$ cat config.mk
export PLATFORM = sky130hd
export DESIGN_NAME = display_scan_mux
export DESIGN_NICKNAME = d
export VERILOG_FILES = /design/src/rtl/display_scan_mux.sv
export SDC_FILE = /design/constraint.sdc
export NUM_CORES = 1
export LEC_CHECK = 0
export CAP_MARGIN = 25
export CORE_ASPECT_RATIO = 2
export CORE_MARGIN = 3
export CORE_UTILIZATION = 42
export DETAILED_ROUTE_END_ITERATION = 16
export PLACE_DENSITY = 0.75
export SYNTH_ARGS = -nofsm -noshare
export SYNTH_HDL_FRONTEND = slang
export SYNTH_SLANG_ARGS = --single-unit
$ cat constraint.sdc
create_clock -name clk -period 2.85 [get_ports clk]
set_clock_uncertainty 0.05 [all_clocks]
set_input_delay 0.285 -clock clk [delete_from_list [all_inputs] [get_ports clk]]
set_output_delay 0.285 -clock clk [all_outputs]
set_load 0.02 [all_outputs]
$ cat src/rtl/display_scan_mux.sv
// Time-multiplexed 7-segment scan driver: one shared segment bus,
// one-hot anode select, programmable slot length and dead-time blanking.
module display_scan_mux #(
  parameter int NUM_DIGITS       = 4,
  parameter int SEG_WIDTH        = 7,
  parameter int REFRESH_DIV      = 50000,
  parameter int BLANK_CYCLES     = 1000,
  parameter bit ANODE_ACTIVE_LOW = 1'b1,
  localparam int IW = (NUM_DIGITS > 1) ? $clog2(NUM_DIGITS) : 1,
  localparam int CW = $clog2(REFRESH_DIV)
) (
  input  logic                            clk,
  input  logic                            reset,
  input  logic [NUM_DIGITS*SEG_WIDTH-1:0] seg_in,
  input  logic [NUM_DIGITS-1:0]           digit_en,
  input  logic                            freeze,
  output logic [SEG_WIDTH-1:0]            seg_out,
  output logic [NUM_DIGITS-1:0]           an_out,
  output logic [IW-1:0]                   digit_idx,
  output logic                            frame_tick
);

  logic [CW-1:0]         cnt_q, cnt_d;
  logic [IW-1:0]         idx_q, idx_d;
  logic [SEG_WIDTH-1:0]  seg_q, seg_d;
  logic [NUM_DIGITS-1:0] an_q, an_d;
  logic                  ft_q, ft_d;

  logic [IW-1:0] nxt_idx;
  logic          found;
  logic          any_en;
  logic          wrap;
  logic          active;

  // Round-robin search starting after idx, idx itself last
  always_comb begin
    nxt_idx = idx_q;
    found   = 1'b0;
    for (int k = 1; k <= NUM_DIGITS; k++) begin
      if (!found && digit_en[(int'(idx_q) + k) % NUM_DIGITS]) begin
        found   = 1'b1;
        nxt_idx = IW'((int'(idx_q) + k) % NUM_DIGITS);
      end
    end
  end

  always_comb begin
    any_en = |digit_en;
    wrap   = (cnt_q == CW'(REFRESH_DIV - 1));
    cnt_d  = cnt_q;
    idx_d  = idx_q;
    ft_d   = 1'b0;
    if (!freeze) begin
      if (wrap) begin
        cnt_d = '0;
        idx_d = nxt_idx;
        ft_d  = any_en && (nxt_idx <= idx_q);
      end else begin
        cnt_d = cnt_q + CW'(1);
      end
    end
  end

  always_comb begin
    active = digit_en[idx_q]
          && (int'(cnt_q) >= BLANK_CYCLES)
          && !reset;
    an_d  = {NUM_DIGITS{ANODE_ACTIVE_LOW}};
    seg_d = '0;
    if (active) begin
      an_d[idx_q] = ~ANODE_ACTIVE_LOW;
      seg_d       = seg_in[int'(idx_q)*SEG_WIDTH +: SEG_WIDTH];
    end
  end

  always_ff @(posedge clk) begin
    if (reset) begin
      cnt_q <= '0;
      idx_q <= '0;
      seg_q <= '0;
      an_q  <= {NUM_DIGITS{ANODE_ACTIVE_LOW}};
      ft_q  <= 1'b0;
    end else begin
      cnt_q <= cnt_d;
      idx_q <= idx_d;
      seg_q <= seg_d;
      an_q  <= an_d;
      ft_q  <= ft_d;
    end
  end

  assign seg_out    = seg_q;
  assign an_out     = an_q;
  assign digit_idx  = idx_q;
  assign frame_tick = ft_q;

endmodule

# Word-level counts from Yosys, hierarchy flattened
# Index checks and enable logic that the tools add are counted.
# totals
reg_bits	30
in_bits	35
output_inout_bits	14
elab_cells	72
# classes
addsub	5
multipliers	1
magnitude_cmp	8
eq_ne	1
shifts	1
n_mux	24
n_bitwise	8
reduce_logical	19
# ops
cell	n
28-bit by 6-bit indexed part select with 7-bit output	1
16-bit by 1-bit adder with 16-bit output, second input constant	1
16-bit equality test, second input constant	1
16-bit by 10-bit greater-or-equal comparator with 1-bit output, second input constant	1
3-bit by 4-bit < comparator with 1-bit output, second input constant	4
16-bit 2-to-1 mux	1
1-bit 2-to-1 mux	13
1-bit binary-select mux with 2-bit select	5
2-bit OR reduction	5
2-bit 2-to-1 mux	4
1-bit logical AND	7
2-bit by 3-bit multiplier with 5-bit output, second input constant	1
2-bit by 1-bit adder with 2-bit output, second input constant	2
2-bit adder, second input constant	2
1-bit AND, first input constant	4
1-bit logical NOT	4
4-bit NOT	1
4-bit OR reduction	1
2-bit by 3-bit < comparator with 1-bit output, second input constant	1
1-bit NOT	3
3-bit OR reduction	1
1-bit demux with 2-bit select	1
2-bit by 1-bit greater-or-equal comparator with 1-bit output, second input constant	1
2-bit less-or-equal comparator	1
2-bit AND reduction	1

# Longest topological paths before layout
# logic_depth
ltp_word	18
depth_mapped	13
ltp_nobuf	11

# Least setup slack after synthesis
# Ideal clock, no wire load.
# synth_timing
path_kind	flip-flop to flip-flop
from	register idx_q[0] (netlist: digit_idx[0])
to	register ft_q (netlist: frame_tick)
setup_time_ns	0.096
arrival_time_ns	3.037
required_ns	2.704
path_slack_ns	-0.333
path_stages_with_launch	13
n_path_buf	2
period_less_slack_ns	3.183
path_cell_list	dfxtp_1 > buf_2 > buf_2 > inv_1 > ha_1 > mux4_2 > nor2_1 > nor4b_1 > a21oi_1 > ha_1 > a21oi_1 > a21oi_1 > nor4b_1
# synth_between
elab_chain_len	16
word_cells_on_any_way	31
classes_between	add/sub (4); order compare (1); mux (19); reduce/logical (7)
# synth_rtl
element	line_no	source
start: declaration	24	logic [IW-1:0] idx_q, idx_d;
start signal: assignment	85	idx_q <= idx_d;
2-bit by 1-bit adder with 2-bit output	40, 42	
1-bit binary-select mux with 2-bit select	40	if (!found && digit_en[(int'(idx_q) + k) % NUM_DIGITS]) begin
1-bit 2-to-1 mux (not written as such) (2 in series)	40	
1-bit 2-to-1 mux	40	
1-bit logical NOT	40	
1-bit logical AND	40	
1-bit 2-to-1 mux	40	
1-bit logical NOT	40	
1-bit logical AND	40	
1-bit 2-to-1 mux	40	
1-bit logical NOT	40	
1-bit logical AND	40	
2-bit 2-to-1 mux (*)	40	
net nxt_idx[1]	29	logic [IW-1:0] nxt_idx;
2-bit less-or-equal comparator (*)	57	ft_d = any_en && (nxt_idx <= idx_q);
1-bit logical AND (*)	57	
end signal: assignment	88	ft_q <= ft_d;
end: declaration	27	logic ft_q, ft_d;
# Mark *: on every way through the listed nets, which the timed path passes. The rest lies on a longest branch. The select of a mux whose other input is x is not followed.
# A chain may end at the register's enable or synchronous reset.

# Worst setup path after layout
# Ends and elaborated chain as after synthesis.

==> run metrics <==
status=finished, final reports clean; sequential area share after synthesis=0.365; static leakage=0.830 nW; 1st-iter DRT viols=15; Yosys reg bits=30; antenna cells=0; Pint=0.678 mW; sw power=0.187 mW; detailed placer's ending HPWL=2890 µm; clk sink count=30; routed len/inst=13.4 µm; footprint of the multi-input gates=997 µm²; Reg2Reg Launch Point=digit_idx[0]; sequential cell fraction of total power=0.492; Design Area, Final=0.00230 mm²; TNS Setup=0 ns; Worst Tran Pin Value=0.506 ns; flop-to-flop setup slack=0.24 ns; DR vias=1419; family with the most delay on the worst path=simple AND/OR/NAND/NOR gates; Min-Delay Path Depth=2; cells along the critical path=inv_1, ha_1, mux4_2, nor2_1, nor4b_2, a21oi_1, ha_1, a21oi_1, a21oi_1, nor4b_1; number of global-route vias before repair=1416; Root Driver=clkbuf_8; worst hold path type=reg2reg; Initial Util=0.447; Worst-path clk slew=0.06 ns; CP max FO=5; gr ovfl total=0; full die area=0.00475 mm²; FILL cells=320; H-tree levels=2; final WL=3620 µm; register area=602 µm²; CTS resizes=0; worst r2r dst=frame_tick; slowest stage delay, CP=0.41 ns; first-pass GRT wire length=5970 µm; CP arrival=2.74 ns; layout cells sized above 1=0.136; most frequent cells in the layout=clkdlybuf4s50_1, dfxtp_1, nor2_1, nand2_1, mux4_2; RSZ-0062 raised after global routing=no; CP most frequent cell=a21oi_1; antenna violations before repair=0; Maximum Capacitance Violations=0; core box area=0.00368 mm²; CP startpoint kind=register; Final Hold Vio Count=0; Worst path slowest cell=ha_1; headroom to the max-slew limit=0.660; yosys warns=0; Die Y=94.6 µm; Clk Latency, worst-skew pair=0.28 ns; commonest non-fill, non-tap cell in the layout=clkdlybuf4s50_1; critical path class=reg2reg; clock buffer depth=2; Tmin final=2.61 ns; die width=50.3 µm; Final GP Congestion=0.802; crit share post-route=0.916; Rows=31; Power Dens Cells=377 mW/mm²; Gate Count Post-Synth=166; worst reg2reg path depth=10; hold path endpoint=cnt_q[12]; Clk pwr share=0.403; # setup viols final=0; hold_sp=cnt_q[12]; DP Area=0.00220 mm²; IO Pins=49; Area Overhead vs Synth=39.4%; Mapped Area=0.00165 mm²; Critical Path End Type=register; Mapped Avg Cell Area=9.92 µm²; Async SR Flop Fraction=0; syn_nets=209; Setup Buffers After CTS=0; crit path buf inv count=1; Distinct cells, synth=34; Residual DRC=0; ys flop type=dfxtp_1; Post-synth EDFFs=0; CTS tree=built; critical path data required time=2.98 ns; Total GRT Usage=0.164; Max Freq=383 MHz; max-slew violations=0; Gate power share=0.105; worst vdd ir=0.301 mV; sw frac=0.216; number of routed nets with antenna violations=0; # hold bufs at CTS=0; vias per inst=5.26; Pre-Repair DR Iteration Count=4; CTS Buf Count=5; port buffer count=48; nets=263; largest net degree at the start of global routing=17
==> stage by stage <==
stage	std cells	hold slack [ns]	power, mW	util	worst slack (ns)
finish	270	0.460	0.865	0.623	0.238
global placement	262	0.426	0.525	0.597	0.204
detailed placement	262	0.454	0.527	0.597	0.130
floorplan	166	0.300	0.471	-	0.00648
CTS	270	0.464	0.878	0.623	0.231
global route	270	0.506	0.900	0.623	0.0409
==> Yosys cell counts, types with 4 or more instances <==
master | n | share of area
and2_1 | 7 | 0.027
nor2_1 | 22 | 0.050
nand2_1 | 15 | 0.034
or3_1 | 4 | 0.015
nor2b_1 | 4 | 0.015
mux4_2 | 10 | 0.14
o21ai_0 | 5 | 0.015
inv_1 | 6 | 0.014
xnor2_1 | 6 | 0.032
nand4_1 | 4 | 0.015
dfxtp_1 | 30 | 0.36
mux2i_1 | 4 | 0.024
ha_1 | 8 | 0.061
a21oi_1 | 5 | 0.015
xor2_1 | 9 | 0.048
==> logic make-up after synthesis <==
| family | count (synthesis) | synth area share |
|---|---|---|
| compound gates | 15 | 0.0539 |
| mux | 14 | 0.161 |
| simple gates | 72 | 0.245 |
| xor+xnor | 15 | 0.0798 |
| fa+ha+maj | 8 | 0.0608 |
| flops | 30 | 0.365 |
| buf+inv | 12 | 0.0342 |
==> cell type report <==
cell class,instances,share of cell area
multi-input cells,124,0.434
flip-flops and latches,30,0.262
repair buffers,53,0.226
clock buffers,6,0.0360
well taps,49,0.0267
inverters,6,0.00981
clock inverters,2,0.00545
==> power groups by stage <==
| stage | combinational [mW] | sequential, mW | clock [mW] |
|---|---|---|---|
| CTS | 0.0920 | 0.426 | 0.361 |
| floorplan | 0.0368 | 0.434 | 0 |
| finish | 0.0911 | 0.426 | 0.349 |
| global placement | 0.0896 | 0.435 | 0 |
| global route | 0.0999 | 0.426 | 0.375 |
| detailed placement | 0.0915 | 0.435 | 0 |
==> worst reg2reg max path, stage by stage, from the launching register on <==
cell	delay [ns]
dfxtp_2	0.33
inv_1	0.10
ha_1	0.41
mux4_2	0.36
nor2_1	0.16
nor4b_2	0.28
a21oi_1	0.08
ha_1	0.30
a21oi_1	0.13
a21oi_1	0.05
nor4b_1	0.27
==> state kept, by name, indices dropped and copies added, names as in the netlist <==
name and cells:
frame_tick 1, cnt_q 16, seg_out 7, digit_idx 2
an_out 4
==> metal layers <==
layer / track usage / vias up / wire length (µm)
met5: 0 / - / 0
met4: 0.0808 / 0 / 77
met3: 0.0379 / 8 / 161
met2: 0.316 / 43 / 2120
met1: 0.155 / 676 / 1260
li1: - / 692 / -
==> worst max-delay path by stage <==
stage	startpoint	end	slack (ns)	cells past startpoint
2_1_floorplan	digit_idx[0]	frame_tick	0.006	12
3_3_place_gp	digit_en[1]	frame_tick	0.20	9
3_5_place_dp	digit_en[1]	frame_tick	0.13	9
4_1_cts	digit_idx[0]	frame_tick	0.23	10
5_1_grt	digit_idx[0]	frame_tick	0.04	10
6_report	digit_idx[0]	frame_tick	0.24	10
Power figures use the tool's default switching activity.
